--- src/rtl/wishbone_pkg.sv ---
// Shared Wishbone crossbar types.
// Arbiter FSM states live here so every crossbar block agrees on the encoding.
package wishbone_pkg;

   typedef enum logic [1:0] {
      IDLE  = 2'd0,
      OWNED = 2'd1,
      ABORT = 2'd2
   } arb_state_t;

endpackage

--- src/rtl/wishbone_target_arbiter_if.sv ---
// Bundle of every initiator-side and target-side Wishbone signal around one target arbiter.
// The arbiter uses the slave view; whatever drives the initiators and models the target uses the master view.
interface wishbone_target_arbiter_if #(
   parameter int Initiators   = 2,
   parameter int AddressWidth = 16,
   parameter int DataWidth    = 8,
   parameter int SelWidth     = 1
);
   logic [Initiators-1:0][AddressWidth-1:0] I_ADR_O;
   logic [Initiators-1:0][DataWidth-1:0]    I_DAT_O;
   logic [Initiators-1:0][SelWidth-1:0]     I_SEL_O;
   logic [Initiators-1:0]                   I_WE_O;
   logic [Initiators-1:0]                   I_STB_O;
   logic [Initiators-1:0]                   I_CYC_O;
   logic [Initiators-1:0]                   I_LOCK_O;
   logic [DataWidth-1:0]                    I_DAT_I;
   logic [Initiators-1:0]                   I_ACK_I;
   logic [Initiators-1:0]                   I_ERR_I;
   logic [Initiators-1:0]                   I_RTY_I;
   logic [Initiators-1:0]                   I_STALL_I;

   logic [AddressWidth-1:0]                 T_ADR_O;
   logic [DataWidth-1:0]                    T_DAT_O;
   logic [SelWidth-1:0]                     T_SEL_O;
   logic                                    T_WE_O;
   logic                                    T_STB_O;
   logic                                    T_CYC_O;
   logic                                    T_LOCK_O;
   logic [DataWidth-1:0]                    T_DAT_I;
   logic                                    T_ACK_I;
   logic                                    T_ERR_I;
   logic                                    T_RTY_I;
   logic                                    T_STALL_I;

   logic [Initiators-1:0]                   GNT;

   modport slave (
      input  I_ADR_O, I_DAT_O, I_SEL_O, I_WE_O, I_STB_O, I_CYC_O, I_LOCK_O,
      input  T_DAT_I, T_ACK_I, T_ERR_I, T_RTY_I, T_STALL_I,
      output I_DAT_I, I_ACK_I, I_ERR_I, I_RTY_I, I_STALL_I,
      output T_ADR_O, T_DAT_O, T_SEL_O, T_WE_O, T_STB_O, T_CYC_O, T_LOCK_O,
      output GNT
   );

   modport master (
      output I_ADR_O, I_DAT_O, I_SEL_O, I_WE_O, I_STB_O, I_CYC_O, I_LOCK_O,
      output T_DAT_I, T_ACK_I, T_ERR_I, T_RTY_I, T_STALL_I,
      input  I_DAT_I, I_ACK_I, I_ERR_I, I_RTY_I, I_STALL_I,
      input  T_ADR_O, T_DAT_O, T_SEL_O, T_WE_O, T_STB_O, T_CYC_O, T_LOCK_O,
      input  GNT
   );

endinterface

--- src/rtl/rr_pick.sv ---
// Combinational round-robin picker: first eligible requester at or after ptr, in circular order.
// Rotate the request vector so ptr lands on bit 0, isolate the lowest set bit, rotate back.
module rr_pick #(
   parameter int N  = 2,
   parameter int PW = (N > 1) ? $clog2(N) : 1
) (
   input  logic [N-1:0]  req,
   input  logic [PW-1:0] ptr,
   input  logic [N-1:0]  exclude,
   output logic [N-1:0]  gnt,
   output logic          any
);

   logic [N-1:0] w_elig;
   logic [N-1:0] w_rot;
   logic [N-1:0] w_first;

   assign w_elig  = req & ~exclude;
   assign w_rot   = N'({w_elig, w_elig} >> ptr);
   assign w_first = w_rot & (-w_rot);
   assign gnt     = N'(({w_first, w_first} << ptr) >> N);
   assign any     = |w_elig;

endmodule

--- src/rtl/wishbone_target_arbiter.sv ---
// Per-target Wishbone arbiter: round-robin grant held for a whole CYC/LOCK tenure,
// owner-only request mux and response routing, optional watchdog that aborts a hung cycle with ERR.
module wishbone_target_arbiter
   import wishbone_pkg::*;
#(
   parameter int Initiators    = 2,
   parameter int AddressWidth  = 16,
   parameter int DataWidth     = 8,
   parameter int SelWidth      = 1,
   parameter int TimeoutCycles = 0
) (
   input  logic                     CLK_I,
   input  logic                     RST_I,
   wishbone_target_arbiter_if.slave bus
);

   localparam int PW = (Initiators > 1) ? $clog2(Initiators) : 1;
   localparam int WW = (TimeoutCycles > 0) ? $clog2(TimeoutCycles + 1) : 1;
   localparam int RW = AddressWidth + DataWidth + SelWidth + 2;

   arb_state_t            r_state, w_state_next;
   logic [Initiators-1:0] r_gnt, w_gnt_next;
   logic [PW-1:0]         r_rr_ptr, w_rr_ptr_next;
   logic [WW-1:0]         r_wd, w_wd_next;

   logic [Initiators:0][RW-1:0] w_req_acc;
   logic [Initiators:0][PW-1:0] w_idx_acc;
   logic [RW-1:0]         w_own_req;
   logic [PW-1:0]         w_own_idx;
   logic [PW-1:0]         w_ptr_after;
   logic [PW-1:0]         w_pick_ptr;
   logic [Initiators-1:0] w_pick_excl;
   logic [Initiators-1:0] w_pick_gnt;
   logic                  w_pick_any;
   logic                  w_own_cyc;
   logic                  w_own_lock;
   logic                  w_owned;
   logic                  w_release;
   logic                  w_resp;
   logic                  w_timeout;

   // The grant is kept one-hot, so the owner mux is a plain AND-OR chain.
   assign w_req_acc[0] = '0;
   assign w_idx_acc[0] = '0;

   generate
      for (genvar gi = 0; gi < Initiators; gi++) begin : g_init
         assign w_req_acc[gi+1] = w_req_acc[gi] |
            ({bus.I_ADR_O[gi], bus.I_DAT_O[gi], bus.I_SEL_O[gi], bus.I_WE_O[gi], bus.I_STB_O[gi]}
             & {RW{r_gnt[gi]}});
         assign w_idx_acc[gi+1] = w_idx_acc[gi] | (r_gnt[gi] ? PW'(gi) : '0);

         assign bus.I_ACK_I[gi]   = w_owned & r_gnt[gi] & bus.T_ACK_I;
         assign bus.I_ERR_I[gi]   = w_owned & r_gnt[gi] & (bus.T_ERR_I | w_timeout);
         assign bus.I_RTY_I[gi]   = w_owned & r_gnt[gi] & bus.T_RTY_I;
         assign bus.I_STALL_I[gi] = ~(w_owned & r_gnt[gi]) | bus.T_STALL_I;
      end
   endgenerate

   assign w_own_req  = w_req_acc[Initiators];
   assign w_own_idx  = w_idx_acc[Initiators];
   assign w_own_cyc  = |(bus.I_CYC_O & r_gnt);
   assign w_own_lock = |(bus.I_LOCK_O & r_gnt);
   assign w_owned    = (r_state == OWNED);
   assign w_release  = (r_state != IDLE) && !w_own_cyc && !w_own_lock;
   assign w_resp     = bus.T_ACK_I | bus.T_ERR_I | bus.T_RTY_I;

   // A target response in the limit cycle wins over the timeout.
   assign w_timeout  = (TimeoutCycles > 0) && w_owned && w_own_cyc && !w_resp &&
                       (r_wd == WW'(TimeoutCycles));

   assign w_ptr_after = (w_own_idx == PW'(Initiators - 1)) ? '0 : w_own_idx + 1'b1;
   assign w_pick_ptr  = (r_state == IDLE) ? r_rr_ptr : w_ptr_after;
   assign w_pick_excl = (r_state == IDLE) ? '0 : r_gnt;

   rr_pick #(
      .N  (Initiators),
      .PW (PW)
   ) u_pick (
      .req     (bus.I_CYC_O),
      .ptr     (w_pick_ptr),
      .exclude (w_pick_excl),
      .gnt     (w_pick_gnt),
      .any     (w_pick_any)
   );

   always_ff @(posedge CLK_I) begin
      if (RST_I) begin
         r_state  <= IDLE;
         r_gnt    <= '0;
         r_rr_ptr <= '0;
         r_wd     <= '0;
      end else begin
         r_state  <= w_state_next;
         r_gnt    <= w_gnt_next;
         r_rr_ptr <= w_rr_ptr_next;
         r_wd     <= w_wd_next;
      end
   end

   always_comb begin
      w_state_next  = r_state;
      w_gnt_next    = r_gnt;
      w_rr_ptr_next = r_rr_ptr;
      w_wd_next     = r_wd;
      case (r_state)
         IDLE: begin
            if (w_pick_any) begin
               w_state_next = OWNED;
               w_gnt_next   = w_pick_gnt;
               w_wd_next    = '0;
            end
         end
         OWNED, ABORT: begin
            if (w_release) begin
               // Hand straight over to the next waiter; otherwise fall back to IDLE.
               w_rr_ptr_next = w_ptr_after;
               w_wd_next     = '0;
               if (w_pick_any) begin
                  w_state_next = OWNED;
                  w_gnt_next   = w_pick_gnt;
               end else begin
                  w_state_next = IDLE;
                  w_gnt_next   = '0;
               end
            end else if (r_state == OWNED) begin
               if (w_timeout) begin
                  w_state_next = ABORT;
               end
               if (TimeoutCycles > 0) begin
                  if (w_resp) begin
                     w_wd_next = '0;
                  end else if (w_own_cyc && !(&r_wd)) begin
                     w_wd_next = r_wd + 1'b1;
                  end
               end
            end
         end
         default: begin
            w_state_next = IDLE;
            w_gnt_next   = '0;
         end
      endcase
   end

   // Request signals reach the target only while OWNED, gated by the owner's CYC; LOCK passes alone.
   assign {bus.T_ADR_O, bus.T_DAT_O, bus.T_SEL_O, bus.T_WE_O, bus.T_STB_O} =
      w_owned ? (w_own_req & {RW{w_own_cyc}}) : '0;
   assign bus.T_CYC_O  = w_owned & w_own_cyc;
   assign bus.T_LOCK_O = w_owned & w_own_lock;
   assign bus.I_DAT_I  = w_owned ? bus.T_DAT_I : '0;
   assign bus.GNT      = r_gnt;

endmodule
--- src/flat_wrapper.sv ---
// flat-port wrapper written by rule: the top's interface ports become plain ports
module wishbone_target_arbiter_flat import wishbone_pkg::*;
#(
   parameter int Initiators    = 2,
   parameter int AddressWidth  = 16,
   parameter int DataWidth     = 8,
   parameter int SelWidth      = 1,
   parameter int TimeoutCycles = 0
)
  (CLK_I, RST_I, bus_I_ADR_O, bus_I_DAT_O, bus_I_SEL_O, bus_I_WE_O, bus_I_STB_O, bus_I_CYC_O, bus_I_LOCK_O, bus_T_DAT_I, bus_T_ACK_I, bus_T_ERR_I, bus_T_RTY_I, bus_T_STALL_I, bus_I_DAT_I, bus_I_ACK_I, bus_I_ERR_I, bus_I_RTY_I, bus_I_STALL_I, bus_T_ADR_O, bus_T_DAT_O, bus_T_SEL_O, bus_T_WE_O, bus_T_STB_O, bus_T_CYC_O, bus_T_LOCK_O, bus_GNT);
  wishbone_target_arbiter_if #(.Initiators(Initiators), .AddressWidth(AddressWidth), .DataWidth(DataWidth), .SelWidth(SelWidth)) bus_i ();
  input  logic CLK_I;
  input  logic RST_I;
  input wire logic [$bits(bus_i.I_ADR_O)-1:0] bus_I_ADR_O;
  input wire logic [$bits(bus_i.I_DAT_O)-1:0] bus_I_DAT_O;
  input wire logic [$bits(bus_i.I_SEL_O)-1:0] bus_I_SEL_O;
  input wire logic [$bits(bus_i.I_WE_O)-1:0] bus_I_WE_O;
  input wire logic [$bits(bus_i.I_STB_O)-1:0] bus_I_STB_O;
  input wire logic [$bits(bus_i.I_CYC_O)-1:0] bus_I_CYC_O;
  input wire logic [$bits(bus_i.I_LOCK_O)-1:0] bus_I_LOCK_O;
  input wire logic [$bits(bus_i.T_DAT_I)-1:0] bus_T_DAT_I;
  input wire logic [$bits(bus_i.T_ACK_I)-1:0] bus_T_ACK_I;
  input wire logic [$bits(bus_i.T_ERR_I)-1:0] bus_T_ERR_I;
  input wire logic [$bits(bus_i.T_RTY_I)-1:0] bus_T_RTY_I;
  input wire logic [$bits(bus_i.T_STALL_I)-1:0] bus_T_STALL_I;
  output wire logic [$bits(bus_i.I_DAT_I)-1:0] bus_I_DAT_I;
  output wire logic [$bits(bus_i.I_ACK_I)-1:0] bus_I_ACK_I;
  output wire logic [$bits(bus_i.I_ERR_I)-1:0] bus_I_ERR_I;
  output wire logic [$bits(bus_i.I_RTY_I)-1:0] bus_I_RTY_I;
  output wire logic [$bits(bus_i.I_STALL_I)-1:0] bus_I_STALL_I;
  output wire logic [$bits(bus_i.T_ADR_O)-1:0] bus_T_ADR_O;
  output wire logic [$bits(bus_i.T_DAT_O)-1:0] bus_T_DAT_O;
  output wire logic [$bits(bus_i.T_SEL_O)-1:0] bus_T_SEL_O;
  output wire logic [$bits(bus_i.T_WE_O)-1:0] bus_T_WE_O;
  output wire logic [$bits(bus_i.T_STB_O)-1:0] bus_T_STB_O;
  output wire logic [$bits(bus_i.T_CYC_O)-1:0] bus_T_CYC_O;
  output wire logic [$bits(bus_i.T_LOCK_O)-1:0] bus_T_LOCK_O;
  output wire logic [$bits(bus_i.GNT)-1:0] bus_GNT;
  assign bus_i.I_ADR_O = bus_I_ADR_O;
  assign bus_i.I_DAT_O = bus_I_DAT_O;
  assign bus_i.I_SEL_O = bus_I_SEL_O;
  assign bus_i.I_WE_O = bus_I_WE_O;
  assign bus_i.I_STB_O = bus_I_STB_O;
  assign bus_i.I_CYC_O = bus_I_CYC_O;
  assign bus_i.I_LOCK_O = bus_I_LOCK_O;
  assign bus_i.T_DAT_I = bus_T_DAT_I;
  assign bus_i.T_ACK_I = bus_T_ACK_I;
  assign bus_i.T_ERR_I = bus_T_ERR_I;
  assign bus_i.T_RTY_I = bus_T_RTY_I;
  assign bus_i.T_STALL_I = bus_T_STALL_I;
  assign bus_I_DAT_I = bus_i.I_DAT_I;
  assign bus_I_ACK_I = bus_i.I_ACK_I;
  assign bus_I_ERR_I = bus_i.I_ERR_I;
  assign bus_I_RTY_I = bus_i.I_RTY_I;
  assign bus_I_STALL_I = bus_i.I_STALL_I;
  assign bus_T_ADR_O = bus_i.T_ADR_O;
  assign bus_T_DAT_O = bus_i.T_DAT_O;
  assign bus_T_SEL_O = bus_i.T_SEL_O;
  assign bus_T_WE_O = bus_i.T_WE_O;
  assign bus_T_STB_O = bus_i.T_STB_O;
  assign bus_T_CYC_O = bus_i.T_CYC_O;
  assign bus_T_LOCK_O = bus_i.T_LOCK_O;
  assign bus_GNT = bus_i.GNT;
  wishbone_target_arbiter #(.Initiators(Initiators), .AddressWidth(AddressWidth), .DataWidth(DataWidth), .SelWidth(SelWidth), .TimeoutCycles(TimeoutCycles)) u_core (.CLK_I(CLK_I), .RST_I(RST_I), .bus(bus_i));
endmodule
--- config.mk ---
export PLATFORM = sky130hd
export DESIGN_NAME = wishbone_target_arbiter_flat
export DESIGN_NICKNAME = d
export VERILOG_FILES = /design/src/rtl/wishbone_pkg.sv /design/src/rtl/wishbone_target_arbiter_if.sv /design/src/rtl/rr_pick.sv /design/src/rtl/wishbone_target_arbiter.sv /design/src/flat_wrapper.sv
export SDC_FILE = /design/constraint.sdc
export NUM_CORES = 1
export LEC_CHECK = 0
export CAP_MARGIN = 25
export CORE_MARGIN = 2
export CORE_UTILIZATION = 21
export DETAILED_ROUTE_END_ITERATION = 16
export GPL_TIMING_DRIVEN = 1
export PLACE_DENSITY = 0.77
export SETUP_SLACK_MARGIN = 0.15
export SYNTH_ARGS = -nofsm -noshare
export SYNTH_HDL_FRONTEND = slang
export SYNTH_HIERARCHICAL = 1
export SYNTH_SLANG_ARGS = --single-unit
export TNS_END_PERCENT = 50
--- constraint.sdc ---
create_clock -name CLK_I -period 1.4 [get_ports CLK_I]
set_input_delay 0.21 -clock CLK_I [delete_from_list [all_inputs] [get_ports CLK_I]]
set_output_delay 0.21 -clock CLK_I [all_outputs]
set_load 0.005 [all_outputs]
==> Word level (Yosys, flattened, before mapping) <==
Cells that the tools add are included.
{ "totals": {"ramBits": 0, "word_cells": 60, "ff_bits": 5, "mem_count": 0, "input_bits": 72, "romBits": 0, "out_inout_bits": 47, "latchBits": 0} }
{ "op_classes": {"order_cmp": 0, "n_reduce_logical": 12, "muxes": 14, "n_shift": 2, "n_eq_ne": 4, "div_mod_pow": 0, "add_sub_neg": 2, "n_mul": 0, "n_bitwise": 23} }
{ "ops": {"columns": ["operator", "n"], "rows": [
  ["$and 27x27->27", 3],
  ["$mux 27", 1],
  ["$or 27x27->27", 1],
  ["$mux 2", 6],
  ["$and 1x1->1", 10],
  ["$and 2x2->2", 4],
  ["$mux 8", 1],
  ["$pmux 2 s2", 2],
  ["$reduce_or 2->1", 4],
  ["$mux 1", 4],
  ["$reduce_and 2->1", 2],
  ["$shl 4x1->4", 1],
  ["$shr 4x1->2", 1],
  ["$eq 2x1->1 const B", 1],
  ["$eq 2x2->1 const B", 1],
  ["$logic_and 1x1->1", 2],
  ["$logic_not 1->1", 2],
  ["$logic_not 2->1", 1],
  ["$ne 2x1->1 const B", 1],
  ["$ne 2x2->1 const B", 1],
  ["$neg 2->2", 1],
  ["$not 1->1", 2],
  ["$not 2->2", 1],
  ["$or 1x1->1", 2],
  ["other kinds (2)", 2]
]} }

==> Longest topological paths before layout <==
{ "logic_depth": {"word_depth": 11, "mapped_depth": 7, "mapped_depth_nobuf": 6} }

==> Modules after synthesis <==
Netlist, hierarchy kept.
{ "modules_own_cells": {"columns": ["mod", "area_each_um2", "n_inst", "cells_each"], "rows": [
  ["wishbone_target_arbiter", 747.0, 1, 117],
  ["rr_pick", 46.3, 1, 5]
]} }

==> Least setup slack after synthesis <==
OpenSTA, ideal clock, no wires.
{ "synth_path": {"kind": "flip-flop to flip-flop", "from": "reg u_core.r_gnt[1], in the netlist u_core/bus.GNT[1]", "to": "reg u_core.r_gnt[0], in the netlist u_core/bus.GNT[0]", "required_ns": 1.330, "period_less_slack_ns": 1.487, "arrival_ns": 1.418, "path_stages_with_launch": 8, "setup_time_ns": 0.070, "setup_slack_ns": -0.087, "n_path_buf": 1, "path_cell_list": "dfxtp_1 buf_6 and2_1 nor2b_4 nand2b_1 nand2_1 o32a_1 a21oi_1"} }
{ "synth_between": {"elab_cells_between_ends": 27, "classes_between": "add/sub: 2; eq/ne: 2; shift: 2; mux: 8; bitwise: 5; reduce/logical: 8"} }
{ "synth_lines": {"columns": ["item", "line_no", "rtl"], "rows": [
  ["start: declaration", "wishbone_target_arbiter.sv:22", "logic [Initiators-1:0] r_gnt, w_gnt_next;"],
  ["start signal: assignment", "wishbone_target_arbiter.sv:95", "r_gnt <= w_gnt_next;"],
  ["$mux 2 *", "wishbone_target_arbiter.sv:74", "assign w_pick_excl = (r_state == IDLE) ? '0 : r_gnt;"],
  ["via u_core.w_pick_excl[1]", "wishbone_target_arbiter.sv:32", "logic [Initiators-1:0] w_pick_excl;"],
  ["$not 2->2 *", "rr_pick.sv:18", "assign w_elig = req & ~exclude;"],
  ["$and 2x2->2 *", "rr_pick.sv:18", null],
  ["$reduce_or 2->1 *", "rr_pick.sv:22", "assign any = |w_elig;"],
  ["via u_core.w_pick_any", "wishbone_target_arbiter.sv:34", "logic w_pick_any;"],
  ["$mux 2", "wishbone_target_arbiter.sv:119", "if (w_pick_any) begin"],
  ["$mux 2", "wishbone_target_arbiter.sv:115", "if (w_release) begin"],
  ["$pmux 2 s2", "wishbone_target_arbiter.sv:106", "case (r_state)"]
]} }
The timed path passes the listed nets; every way through them passes the cells marked *. The select of a mux whose other input is x is not followed.
A chain may end at the register's enable or synchronous reset.

==> Final worst setup path <==
{ "layout_path": {"from": "reg u_core.r_gnt[1], in the netlist u_core/bus.GNT[1]", "to": "reg u_core.r_gnt[1], in the netlist u_core/bus.GNT[1]"} }
The elaborated chain is that of the path after synthesis.

==> flow_metrics.py <==
metrics = {
    "run_status": {
        "status": "complete, but fails checks",
        "violations": "negative setup slack",
    },
    "worst_setup_path": {
        "max_stage_delay_ns": 0.35,
        "path_max_fanout": 6,
        "slowest_stage": "dfxtp_4",
        "crit_family": "simple AND/OR/NAND/NOR gates",
        "reg2reg_depth": 7,
        "cp_data_required_time_ns": 1.54,
        "critPathKind": "register to register",
        "cp_cell_sequence": "buf_12, and2_4, nor2b_4, nand2b_4, nand2_2, or3_1, a31oi_1",
        "end_kind": "register",
        "crit_path_start_kind": "register",
        "reg2reg_slack_ns": -0.18,
        "path_depth": 7,
        "cp_num_buf_inv": 1,
        "crit_arrival_ns": 1.71,
    },
    "pwr": {
        "ir_drop_uv": 774,
        "leakage_nw": 1.09,
        "power_density_mw_per_mm2": 557,
        "total_power_mw": 1.45,
    },
    "route": {
        "routed-via-count": 1496,
        "first_pass_iters": 4,
        "wirelength_um": 4820,
        "drc": 0,
        "drtAntennaViolNets": 0,
        "avgRoutedWirePerCell_um": 15.2,
        "drt_iter0_drc": 28,
        "vias_per_cell": 4.73,
    },
    "yosys": {
        "synth.distinct_cells": 28,
        "syn_area_um2": 793,
        "synth_nets": 194,
        "postSynthCellCount": 122,
        "seq_area_frac_synth": 0.101,
        "avgSynthCellArea_um2": 6.50,
        "ys_ff_latch": 4,
        "yosys_warnings": 6,
    },
    "clock_tree": {
        "clock_sinks": 4,
        "cts_buffer_depth": 2,
        "path_clk_slew_ns": 0.04,
        "root_buffer": "clkbuf_8",
        "numCtsBuffers": 3,
        "clk_latency_ns": 0.23,
        "cts_tree": "done",
        "htreeDepth": 1,
    },
    "global_route": {
        "grt_max_degree": 16,
        "first_global_vias": 1464,
        "grt_pass1_wl_um": 7040,
        "grt-ovfl-total": 0,
        "grt_antenna_before_repair": 0,
        "grt_usage": 0.213,
    },
    "floorplan": {
        "start_util": 0.218,
        "num_rows": 22,
        "io_pins": 119,
        "die_w_um": 65.5,
        "die_area_mm2": 0.00429,
        "coreArea_mm2": 0.00363,
        "die_h_um": 65.5,
    },
    "timing": {
        "max_freq_mhz": 635,
        "finalCriticalPeriod_ns": 1.58,
        "fin_crit_sh": 1.13,
        "fin_tns_setup_ns": -3.98,
        "finClkSkew_ns": 0.00688,
        "setup_viol": 31,
        "finalHoldViolCount": 0,
        "slew_headroom": 0.810,
        "grt_setup_unrepaired": "true",
        "report.final.slew_viol_count": 0,
        "worst_pin_slew_ns": 0.284,
        "layout_setup_ws_ns": -0.175,
    },
    "place": {
        "dp_hpwl_um": 3150,
        "port_buffers": 118,
        "globalplace.congestion": 0.759,
    },
    "cells_and_area": {
        "nets": 342,
        "post_route_cells_drive_above_1_share": 0.552,
        "areaGrowthSynthToFinish_pct": 228,
        "num_antenna_cells": 0,
    },
    "hold_path": {
        "hold_class": "register to register",
        "hold_depth": 2,
    },
    "job": {
        "max-cap-violations": 0,
    },
}
## worst paths after layout
check               startpoint           endpoint
max          u_core/bus.GNT[1]  u_core/bus.GNT[1]
min            u_core/r_rr_ptr    u_core/r_rr_ptr
max reg2reg  u_core/bus.GNT[1]  u_core/bus.GNT[1]
min reg2reg    u_core/r_rr_ptr    u_core/r_rr_ptr
## power breakdown
part	internal, mW	switching (mW)	total, mW
Sequential	0.131	0.0179	0.149
Combinational	0.630	0.418	1.05
Clock	0.184	0.0691	0.253
## cell usage after synthesis
cell	n	area share
a21oi_1	3	0.019
a22o_1	1	0.011
a22oi_1	28	0.26
a2bb2oi_1	1	0.011
a311oi_1	1	0.011
a31oi_1	2	0.016
and2_1	10	0.079
and3_1	6	0.047
buf_2	1	0.0063
buf_4	3	0.028
buf_6	2	0.028
clkbuf_1	6	0.028
clkbuf_2	1	0.0063
dfxtp_1	4	0.10
inv_1	2	0.0095
mux2i_1	1	0.013
nand2_1	2	0.0095
nand2_2	1	0.0079
nand2b_1	3	0.024
nand2b_4	1	0.017
nor2_1	31	0.15
nor2b_1	1	0.0079
nor2b_4	1	0.017
o21a_1	2	0.019
o21a_4	1	0.019
o21ai_0	5	0.032
o32a_1	1	0.013
or3_1	1	0.0079
## worst register-to-register path, cell delays in order, from the launching register on
cell and delay [ns]:
dfxtp_4 0.35, buf_12 0.13, and2_4 0.15, nor2b_4 0.16
nand2b_4 0.17, nand2_2 0.06, or3_1 0.30, a31oi_1 0.16
## metrics by stage
stage	area (um^2)	hold WS [ns]	std cells	utilization	worst slack, ns
5_1_grt	2600	0.631	316	0.716	-0.216
3_3_place_gp	2190	0.562	294	0.604	-0.525
6_report	2600	0.602	316	0.716	-0.175
3_5_place_dp	2190	0.572	294	0.604	-0.536
2_1_floorplan	813	0.272	122	-	0.0186
4_1_cts	2510	0.582	312	0.690	-0.158
## kinds of logic after synthesis
logic type,share of synthesized area
muxes,0.0126
DFF,0.101
and+or+nand+nor,0.364
buffers and inverters,0.107
AOI/OAI and AO/OA,0.415
## state kept, by name, summed over array words and instances (netlist names)
signal	cells
u_core/bus.GNT	2
u_core/r_state	1
u_core/r_rr_ptr	1
## layout make-up
| cell class | instances | area, um^2 |
|---|---|---|
| Timing Repair Buffer | 156 | 1470 |
| Fill cell | 285 | 1030 |
| Multi-Input combinational cell | 103 | 927 |
| Sequential cell | 4 | 91.3 |
| Tap cell | 48 | 60.1 |
| Clock buffer | 3 | 41.3 |
| Inverter | 2 | 7.51 |
## layer usage
metal	track usage	routed length [um]
met2	0.412	2630
met5	0	0
met3	0.0445	403
met1	0.222	1690
met4	0.0781	84
## what timing repair did
item,4_1_cts,5_1_grt
pin swaps,41,9
cloned,3,1
buffers inserted,12,3
hold endpoints to repair,0,0
endpoints found under the setup margin,51,44
gates resized for setup,222,34
hold buffers,0,0
## placed cells by master, fill, tap and decap left out, types with 2 or more instances in the layout
cell,instances
dfxtp_4,3
and2_4,2
and3_1,5
clkdlybuf4s50_1,69
nand2b_4,2
dlygate4sd2_1,4
o21ai_0,5
buf_4,20
a22oi_2,26
nand2_2,2
a22oi_1,2
clkdlybuf4s15_2,2
and2_1,8
buf_2,31
a21oi_1,2
nor2_2,7
buf_12,9
o21a_4,2
inv_1,2
buf_6,6
clkbuf_2,10
clkbuf_8,3
nor2_4,15
buf_16,3
a31oi_1,2
nand2b_1,2
nor2_1,9
Power figures use the tool's default switching activity.
